[config.mk]
export PLATFORM = sky130hd
export DESIGN_NAME = incline_avg
export DESIGN_NICKNAME = d
export VERILOG_FILES = /design/src/rtl/incline_avg.sv
export SDC_FILE = /design/constraint.sdc
export NUM_CORES = 1
export LEC_CHECK = 0
export CELL_PAD_IN_SITES_DETAIL_PLACEMENT = 0
export CELL_PAD_IN_SITES_GLOBAL_PLACEMENT = 1
export CORE_MARGIN = 5
export CORE_UTILIZATION = 40
export DETAILED_ROUTE_END_ITERATION = 16
export PLACE_DENSITY_LB_ADDON = 0.3
export RECOVER_POWER = 25
export SYNTH_ARGS = -nofsm -noshare
export SYNTH_HDL_FRONTEND = slang
export SYNTH_SLANG_ARGS = --single-unit
[constraint.sdc]
create_clock -name clk -period 8.8 [get_ports clk]
set_input_delay 1.76 -clock clk [delete_from_list [all_inputs] [get_ports clk]]
set_output_delay 1.76 -clock clk [all_outputs]
set_load 0.1 [all_outputs]
[src/rtl/incline_avg.sv]
// Incline smoother: saturates each accepted sample and keeps a sliding-window
// average over the last 2^LOG2_DEPTH saturated samples, with a window-full flag.
module incline_avg #(
  parameter int SAT_W      = 10,
  parameter int LOG2_DEPTH = 4
) (
  input  logic                    clk,
  input  logic                    rst,
  input  logic                    vld,
  input  logic signed [12:0]      incline,
  input  logic                    clr,
  output logic signed [SAT_W-1:0] incline_sat,
  output logic signed [SAT_W-1:0] avg,
  output logic                    avg_vld,
  output logic                    full
);

  localparam int DEPTH = 1 << LOG2_DEPTH;
  localparam int ACC_W = SAT_W + LOG2_DEPTH;
  localparam int CNT_W = LOG2_DEPTH + 1;
  localparam logic signed [12:0] SAT_MAX = 13'((1 << (SAT_W - 1)) - 1);
  localparam logic signed [12:0] SAT_MIN = ~SAT_MAX;

  typedef enum logic [1:0] {S_EMPTY, S_FILL, S_RUN} state_t;

  state_t                    r_state, w_state_nxt;
  logic [CNT_W-1:0]          r_cnt, w_cnt_nxt;
  logic [LOG2_DEPTH-1:0]     r_wr_ptr;
  logic signed [SAT_W-1:0]   r_buf [DEPTH];
  logic signed [ACC_W-1:0]   r_acc;
  logic signed [ACC_W-1:0]   w_acc_nxt;
  logic signed [SAT_W-1:0]   w_sat;
  logic signed [SAT_W-1:0]   w_old;
  logic                      w_accept;
  logic                      w_avg_upd;
  logic signed [SAT_W-1:0]   r_incline_sat;
  logic signed [SAT_W-1:0]   r_avg;
  logic                      r_avg_vld;
  logic                      r_full;

  function automatic logic signed [SAT_W-1:0] sat_f(input logic signed [12:0] x);
    if (x > SAT_MAX)      return SAT_MAX[SAT_W-1:0];
    else if (x < SAT_MIN) return SAT_MIN[SAT_W-1:0];
    else                  return x[SAT_W-1:0];
  endfunction

  // Arithmetic shift floors toward -infinity; the quotient always fits SAT_W.
  function automatic logic signed [SAT_W-1:0] avg_f(input logic signed [ACC_W-1:0] a);
    logic signed [ACC_W-1:0] s;
    s = a >>> LOG2_DEPTH;
    return s[SAT_W-1:0];
  endfunction

  assign w_sat     = sat_f(incline);
  assign w_old     = r_buf[r_wr_ptr];
  assign w_accept  = vld & ~clr;
  assign w_acc_nxt = r_acc + ACC_W'(w_sat) - ACC_W'(w_old);

  always_comb begin
    w_state_nxt = r_state;
    w_cnt_nxt   = r_cnt;
    w_avg_upd   = 1'b0;
    if (clr) begin
      w_state_nxt = S_EMPTY;
      w_cnt_nxt   = '0;
    end else if (vld) begin
      case (r_state)
        S_EMPTY: begin
          w_state_nxt = S_FILL;
          w_cnt_nxt   = CNT_W'(1);
        end
        S_FILL: begin
          w_cnt_nxt = r_cnt + 1'b1;
          if (r_cnt == CNT_W'(DEPTH - 1)) begin
            w_state_nxt = S_RUN;
            w_avg_upd   = 1'b1;
          end
        end
        S_RUN:   w_avg_upd   = 1'b1;
        default: w_state_nxt = S_EMPTY;
      endcase
    end
  end

  always_ff @(posedge clk or posedge rst) begin
    if (rst) begin
      r_state <= S_EMPTY;
      r_cnt   <= '0;
      r_full  <= 1'b0;
    end else begin
      r_state <= w_state_nxt;
      r_cnt   <= w_cnt_nxt;
      r_full  <= (w_state_nxt == S_RUN);
    end
  end

  // Window storage: the slot being overwritten leaves the sum as the new sample enters.
  always_ff @(posedge clk or posedge rst) begin
    if (rst) begin
      for (int i = 0; i < DEPTH; i++) r_buf[i] <= '0;
      r_acc    <= '0;
      r_wr_ptr <= '0;
    end else if (clr) begin
      for (int i = 0; i < DEPTH; i++) r_buf[i] <= '0;
      r_acc    <= '0;
      r_wr_ptr <= '0;
    end else if (vld) begin
      r_buf[r_wr_ptr] <= w_sat;
      r_acc           <= w_acc_nxt;
      r_wr_ptr        <= r_wr_ptr + 1'b1;
    end
  end

  always_ff @(posedge clk or posedge rst) begin
    if (rst) begin
      r_incline_sat <= '0;
      r_avg         <= '0;
      r_avg_vld     <= 1'b0;
    end else begin
      r_avg_vld <= w_avg_upd;
      if (w_accept)  r_incline_sat <= w_sat;
      if (w_avg_upd) r_avg         <= avg_f(w_acc_nxt);
    end
  end

  assign incline_sat = r_incline_sat;
  assign avg         = r_avg;
  assign avg_vld     = r_avg_vld;
  assign full        = r_full;

endmodule

Word level (Yosys, flattened, before mapping)
Index checks and enable logic that the tools add are counted.
{"block": "word_totals", "output_inout_bits": 22, "ramBits": 0, "mem_bits_ro": 0, "latch_bits": 0, "inputBits": 17, "memories": 0, "ff_bits": 207, "elab_cells": 69}
{"block": "classes", "add_sub_neg": 4, "n_bitwise": 3, "n_div": 0, "muxes": 25, "magnitude_cmp": 4, "mul": 0, "shifts": 0, "n_reduce_logical": 5, "n_eq_ne": 4}
{"cell": "$mux 160", "count": 2}
{"cell": "$bwmux 160", "count": 1}
{"cell": "$mux 10", "count": 5}
{"cell": "$bmux 10 s4", "count": 1}
{"cell": "$demux 10 s4", "count": 1}
{"cell": "$mux 14", "count": 2}
{"cell": "$add 14x10->14", "count": 1}
{"cell": "$sub 14x10->14", "count": 1}
{"cell": "$gt 13x10->1 const B", "count": 1}
{"cell": "$lt 13x10->1 const B", "count": 1}
{"cell": "$mux 5", "count": 2}
{"cell": "$pmux 5 s2", "count": 1}
{"cell": "$mux 4", "count": 2}
{"cell": "$mux 2", "count": 3}
{"cell": "$pmux 2 s3", "count": 1}
{"cell": "$add 5x1->5 const B", "count": 1}
{"cell": "$eq 5x4->1 const B", "count": 1}
{"cell": "$ge 5x5->1 const B", "count": 1}
{"cell": "$lt 5x1->1 const B", "count": 1}
{"cell": "$not 4->5", "count": 1}
{"cell": "$add 4x1->4 const B", "count": 1}
{"cell": "$eq 2x2->1 const B", "count": 2}
{"cell": "$mux 1", "count": 3}
{"cell": "$reduce_bool 3->1", "count": 1}
{"cell": "other kinds (8)", "count": 8}

Longest topological paths before layout
{"block": "logic_depth", "word_depth": 8, "mapped_depth": 17, "mapped_depth_nobuf": 15}

Worst setup path before layout
No wires, ideal clock.
{"block": "synth_timing", "path_type": "input-to-reg", "startpoint": "input port incline[12]", "endpoint": "register r_acc[10]", "required_ns": 8.684, "path_buffers": 3, "arrival_ns": 5.169, "cell_stages": 14, "setup_slack_ns": 3.516, "path_cell_list": "clkbuf_1 inv_1 buf_2 a21oi_1 a21oi_1 buf_2 fa_1 ha_1 nor2b_1 o31a_1 o41ai_4 a21oi_1 or4_1 o311ai_0"}
{"block": "synth_via", "elab_chain_len": 7, "elab_cells_between_ends": 8, "classes_between": "add/sub: 2; order compare: 2; mux: 4"}
{"element": "from (decl)", "line_no": "10", "rtl": "input logic signed [12:0] incline,"}
{"element": "$lt 13x10->1", "line_no": "43", "rtl": "else if (x < SAT_MIN) return SAT_MIN[SAT_W-1:0];"}
{"element": "$mux 10", "line_no": "43"}
{"element": "$mux 10 *", "line_no": "42", "rtl": "if (x > SAT_MAX) return SAT_MAX[SAT_W-1:0];"}
{"element": "net w_sat[2]", "line_no": "32", "rtl": "logic signed [SAT_W-1:0] w_sat;"}
{"element": "$add 14x10->14 *", "line_no": "57", "rtl": "assign w_acc_nxt = r_acc + ACC_W'(w_sat) - ACC_W'(w_old);"}
{"element": "$sub 14x10->14 *", "line_no": "57"}
{"element": "$mux 14 *", "line_no": "107", "rtl": "end else if (vld) begin"}
{"element": "$mux 14 *", "line_no": "103", "rtl": "end else if (clr) begin"}
{"element": "to (signal assigned)", "line_no": "109", "rtl": "r_acc <= w_acc_nxt;"}
{"element": "to (decl)", "line_no": "30", "rtl": "logic signed [ACC_W-1:0] r_acc;"}
The timed path passes the listed nets; every way through them passes the cells marked *. The select of a mux whose other input is x is not followed.
A chain may end at the register's enable or synchronous reset.

Worst setup path in the final report
{"block": "layout_timing", "startpoint": "input port vld", "endpoint": "register r_avg[0] (netlist: avg[0])"}
{"block": "layout_via", "elab_chain_len": 2}
{"element": "from (decl)", "line_no": "9", "rtl": "input logic vld,"}
{"element": "$mux 1", "line_no": "66", "rtl": "end else if (vld) begin"}
{"element": "$mux 1", "line_no": "63", "rtl": "if (clr) begin"}
{"element": "net w_avg_upd", "line_no": "35", "rtl": "logic w_avg_upd;"}
{"element": "to (signal assigned)", "line_no": "122", "rtl": "if (w_avg_upd) r_avg <= avg_f(w_acc_nxt);"}
{"element": "to (decl)", "line_no": "37", "rtl": "logic signed [SAT_W-1:0] r_avg;"}
The timed path passes the listed nets, and every way through them passes these cells.

==> impl_summary.txt <==
----------------------------------------------------
[Die]
  Floorplan die area ... 30200 um^2
  Area of the core region ... 26700 um^2
  Die X ... 174 um
  Initial standard-cell utilization of the core ... 40.2%
  Count of standard-cell rows ... 60
  # IOs ... 39
  Chip Height ... 174 um

[Power and ir drop]
  Power density normalized to cell area ... 222 nW/um^2
  Internal Pwr Total ... 1.86 mW
  Switching share of power ... 31.6%
  Worst voltage drop across the vdd grid ... 0.116 mV
  Sequential Power Share ... 37.6%
  Static leakage ... 5.01 nW
  Relative contribution of the clock network to total power ... 38.0%
  Power dissipated by switching net loads ... 860 uW
  Part of the power in combinational logic ... 24.4%

[Status]
  Violations in the final reports ... max-capacitance violations, max-slew violations
  Run status ... complete, but fails checks

[Logic synthesis]
  Cell type with the largest total area after synthesis ... dfrtp_1
  Area contributors post-synth ... dfrtp_1, nand2_1, mux4_2
  Synth cell types ... 48
  Ys async rst share ... 100%
  Warnings, synthesis ... 0
  Number of storage elements in the synthesis netlist ... 207
  Post-synth EDFFs ... 0
  Synth Net Count ... 1173
  Proportion of netlist area held by the largest area contributor ... 48.2%
  Most frequently used flop master after synthesis ... dfrtp_1
  Sequential share of the synthesized area ... 48.2%
  Netlist area before placement ... 10700 um^2
  Syn Area/Cell ... 9.60 um^2
  Synthesized instance count ... 1119

[Clocking]
  Sinks on the clock net ... 207
  Number of H-tree levels ... 1
  TritonCTS clock tree ... done
  Clock tree root buffer cell ... clkbuf_16
  Post-CTS clock slew at the launch and capture registers of the worst setup and hold paths ... 0.06 ns
  TritonCTS Buffers ... 24
  Post-CTS setup repair buffer count ... 0
  Post-CTS Hold Fix Bufs ... 0
  Maximum clock path buffer count ... 3
  Worst skew pair latency ... 0.53 ns
  Count of cells resized by post-cts repair ... 0

[Global route]
  GRT overflow ... 0
  Met3 global-route usage ... 3.97%
  Number of global-route vias before repair ... 8460
  Met2 Track Usage GR ... 35.0%
  Number of antenna violations at the first check in global routing ... 1
  Pin count of the biggest net entering global routing ... 85
  Grt peak-use layer ... met2
  GRT Util Overall ... 21.3%
  Met1 capacity usage during global routing ... 29.3%
  First-pass GRT wire length ... 50900 um

[Routing]
  Per-cell via count in the routed design ... 5.55
  Number of design rule violations left after detail routing ... 0
  Routed WL per cell ... 21.3 um
  Via total after detailed routing ... 8303
  First drt pass iteration count ... 6
  Number of violations reported at the end of detailed-routing iteration 0 ... 738
  Antenna Nets Post-Route ... 0
  Wire length after detailed routing ... 31800 um

[Placement]
  DP HPWL ... 20100 um
  Input/output buffers ... 38
  Weighted congestion at the end of routability-driven global placement ... 0.835

[STA]
  Tightest Pin Transition ... 3.93 ns
  Final-report hold violation count ... 0
  Hold WS ... 0.474 ns
  Final setup violating endpoints ... 0
  Setup tns final ... 0 ns
  Post-Route Skew ... 0.0164 ns
  Maximum clock rate ... 172 MHz
  RSZ-0062 raised after global routing ... no
  Portion of the clock cycle consumed by the worst path in the final layout ... 65.9%
  Crit path time final ... 5.80 ns
  Worst slew slack as a fraction of its limit ... -163%
  Max-slew violation count ... 135

[Setup path]
  Kind of start point of the critical path ... input pin
  Largest stage delay on the critical path ... 1.79 ns
  Critical Path AT ... 6.20 ns
  Maximum fanout count along the critical path ... 49
  Worst setup EP type ... register
  Worst path top cell family by delay ... buffers and inverters
  Reg-to-reg critical path startpoint ... r_wr_ptr[0]
  Number of buffers and inverters on the critical path ... 3
  Worst Setup Path Type ... in -> reg
  CP Cell Sequence ... buf_2 -> clkbuf_1 -> nand2b_1 -> or3b_2 -> clkinv_1 -> mux2_2
  Crit. Startpoint ... vld
  Standard cell with the maximum stage delay on the critical path ... clkbuf_1
  Required @ worst endpoint ... 9.20 ns

[Hold path]
  Path type of the worst min-delay path ... reg -> reg
  Hold path startpoint ... avg[2]

[Final layout]
  Ratio of cells with drive above 1 in the final layout ... 11.8%
  P&R area growth vs syn ... 14.4%
  Total of fill cells in the finished design ... 2561
  Register Area ... 5180 um^2
  Most frequent standard cell in the layout excluding fill and tap cells ... nand2_1
  Leading cell types in the layout, fill and taps excluded ... nand2_1, dfrtp_1, a21oi_1
  Multi-input logic area ... 5170 um^2
  Ant. Diodes ... 0
  Final-stage net count ... 1192

[Job]
  Maximum capacitance violations ... 2

----------------------------------------------------
worst paths after layout:
check	slack [ns]	cells after the start	end
worst max-delay path	3.00	6	avg[0]
worst min-delay path	0.47	2	avg[2]
worst max register to register	3.54	12	r_acc[13]
worst min register to register	0.47	2	avg[2]
max in group asynchronous	3.75	3	r_acc[10]
min in group asynchronous	2.86	2	r_buf[85]
state kept, by name (all words and copies together), names as in the netlist:
signal	count
avg	10
avg_vld	1
full	1
incline_sat	10
r_acc	14
r_buf	160
r_cnt	5
r_state	2
r_wr_ptr	4
synth_stat cells, types with 2 or more instances:
| library cell | number |
|---|---|
| nand2b_1 | 5 |
| a21o_1 | 3 |
| fa_1 | 13 |
| or3_1 | 10 |
| nand2_1 | 343 |
| a22o_1 | 7 |
| mux2_2 | 13 |
| xnor2_1 | 9 |
| mux4_2 | 49 |
| o21bai_1 | 2 |
| nand3_1 | 17 |
| mux2i_1 | 6 |
| nor2b_1 | 5 |
| dfrtp_1 | 207 |
| buf_1 | 4 |
| ha_1 | 24 |
| or4_1 | 2 |
| o21ai_0 | 19 |
| o211ai_1 | 2 |
| nand3b_1 | 4 |
| nor3_1 | 7 |
| xor2_1 | 2 |
| a21oi_1 | 188 |
| inv_1 | 39 |
| a22oi_1 | 2 |
| nand4_1 | 6 |
| nor2_1 | 42 |
| a211oi_1 | 4 |
| buf_2 | 18 |
| a2111oi_0 | 2 |
| clkbuf_1 | 45 |
| o21a_1 | 4 |
kinds of logic after synthesis:
kind of cell | after synthesis | share of synthesized area, %
compound gates | 244 | 12.6
xor+xnor | 11 | 0.897
fa+ha+maj | 37 | 5.22
buf+inv | 107 | 3.95
flops | 207 | 48.2
mux | 69 | 12.4
simple gates | 444 | 16.7
stage by stage:
stage / instances / power (mW) / util [%] / setup slack, ns / area, um^2
final: 1497 / 2.72 / 46.0 / 3.00 / 12300
after global routing: 1497 / 2.86 / 46.0 / 2.70 / 12300
after CTS: 1497 / 2.75 / 46.0 / 3.26 / 12300
after detailed placement: 1453 / 1.71 / 43.0 / 2.75 / 11500
after global placement: 1453 / 1.70 / 43.0 / 2.78 / 11500
after floorplan: 1119 / 1.54 / - / 1.39 / 10700
power groups by stage:
stage | clock [mW] | combinational (mW) | sequential [mW]
6_report | 1.04 | 0.664 | 1.02
5_1_grt | 1.10 | 0.734 | 1.03
4_1_cts | 1.05 | 0.670 | 1.02
3_5_place_dp | 0 | 0.667 | 1.04
3_3_place_gp | 0 | 0.661 | 1.04
2_1_floorplan | 0 | 0.455 | 1.08
routing by layer:
metal,vias to the layer above,share of wire (%)
met4,0,2.9
met2,234,48
met5,-,0
met1,4163,44
met3,45,5.8
li1,3861,-
worst reg2reg max path, stage by stage, from the launching register on:
cell and delay [ns]:
dfrtp_2 0.92, buf_4 0.53, mux4_2 0.66, mux4_2 0.52, inv_1 0.13, fa_1 0.43, ha_1 0.30, a2111oi_0 0.43
o21ai_0 0.19, a41oi_1 0.42, o31ai_1 0.17, xnor2_1 0.22, a211oi_1 0.10
layout make-up:
cell class                 count  area share, %
inverter                      40           1.23
tap                          341           3.47
timing repair buffer          60           4.35
clock buffer                  35           5.55
sequential                   207           42.2
clock inverter                 9           1.10
multi-input combinational    805           42.1
No activity file was read; power rests on OpenSTA's default activity.
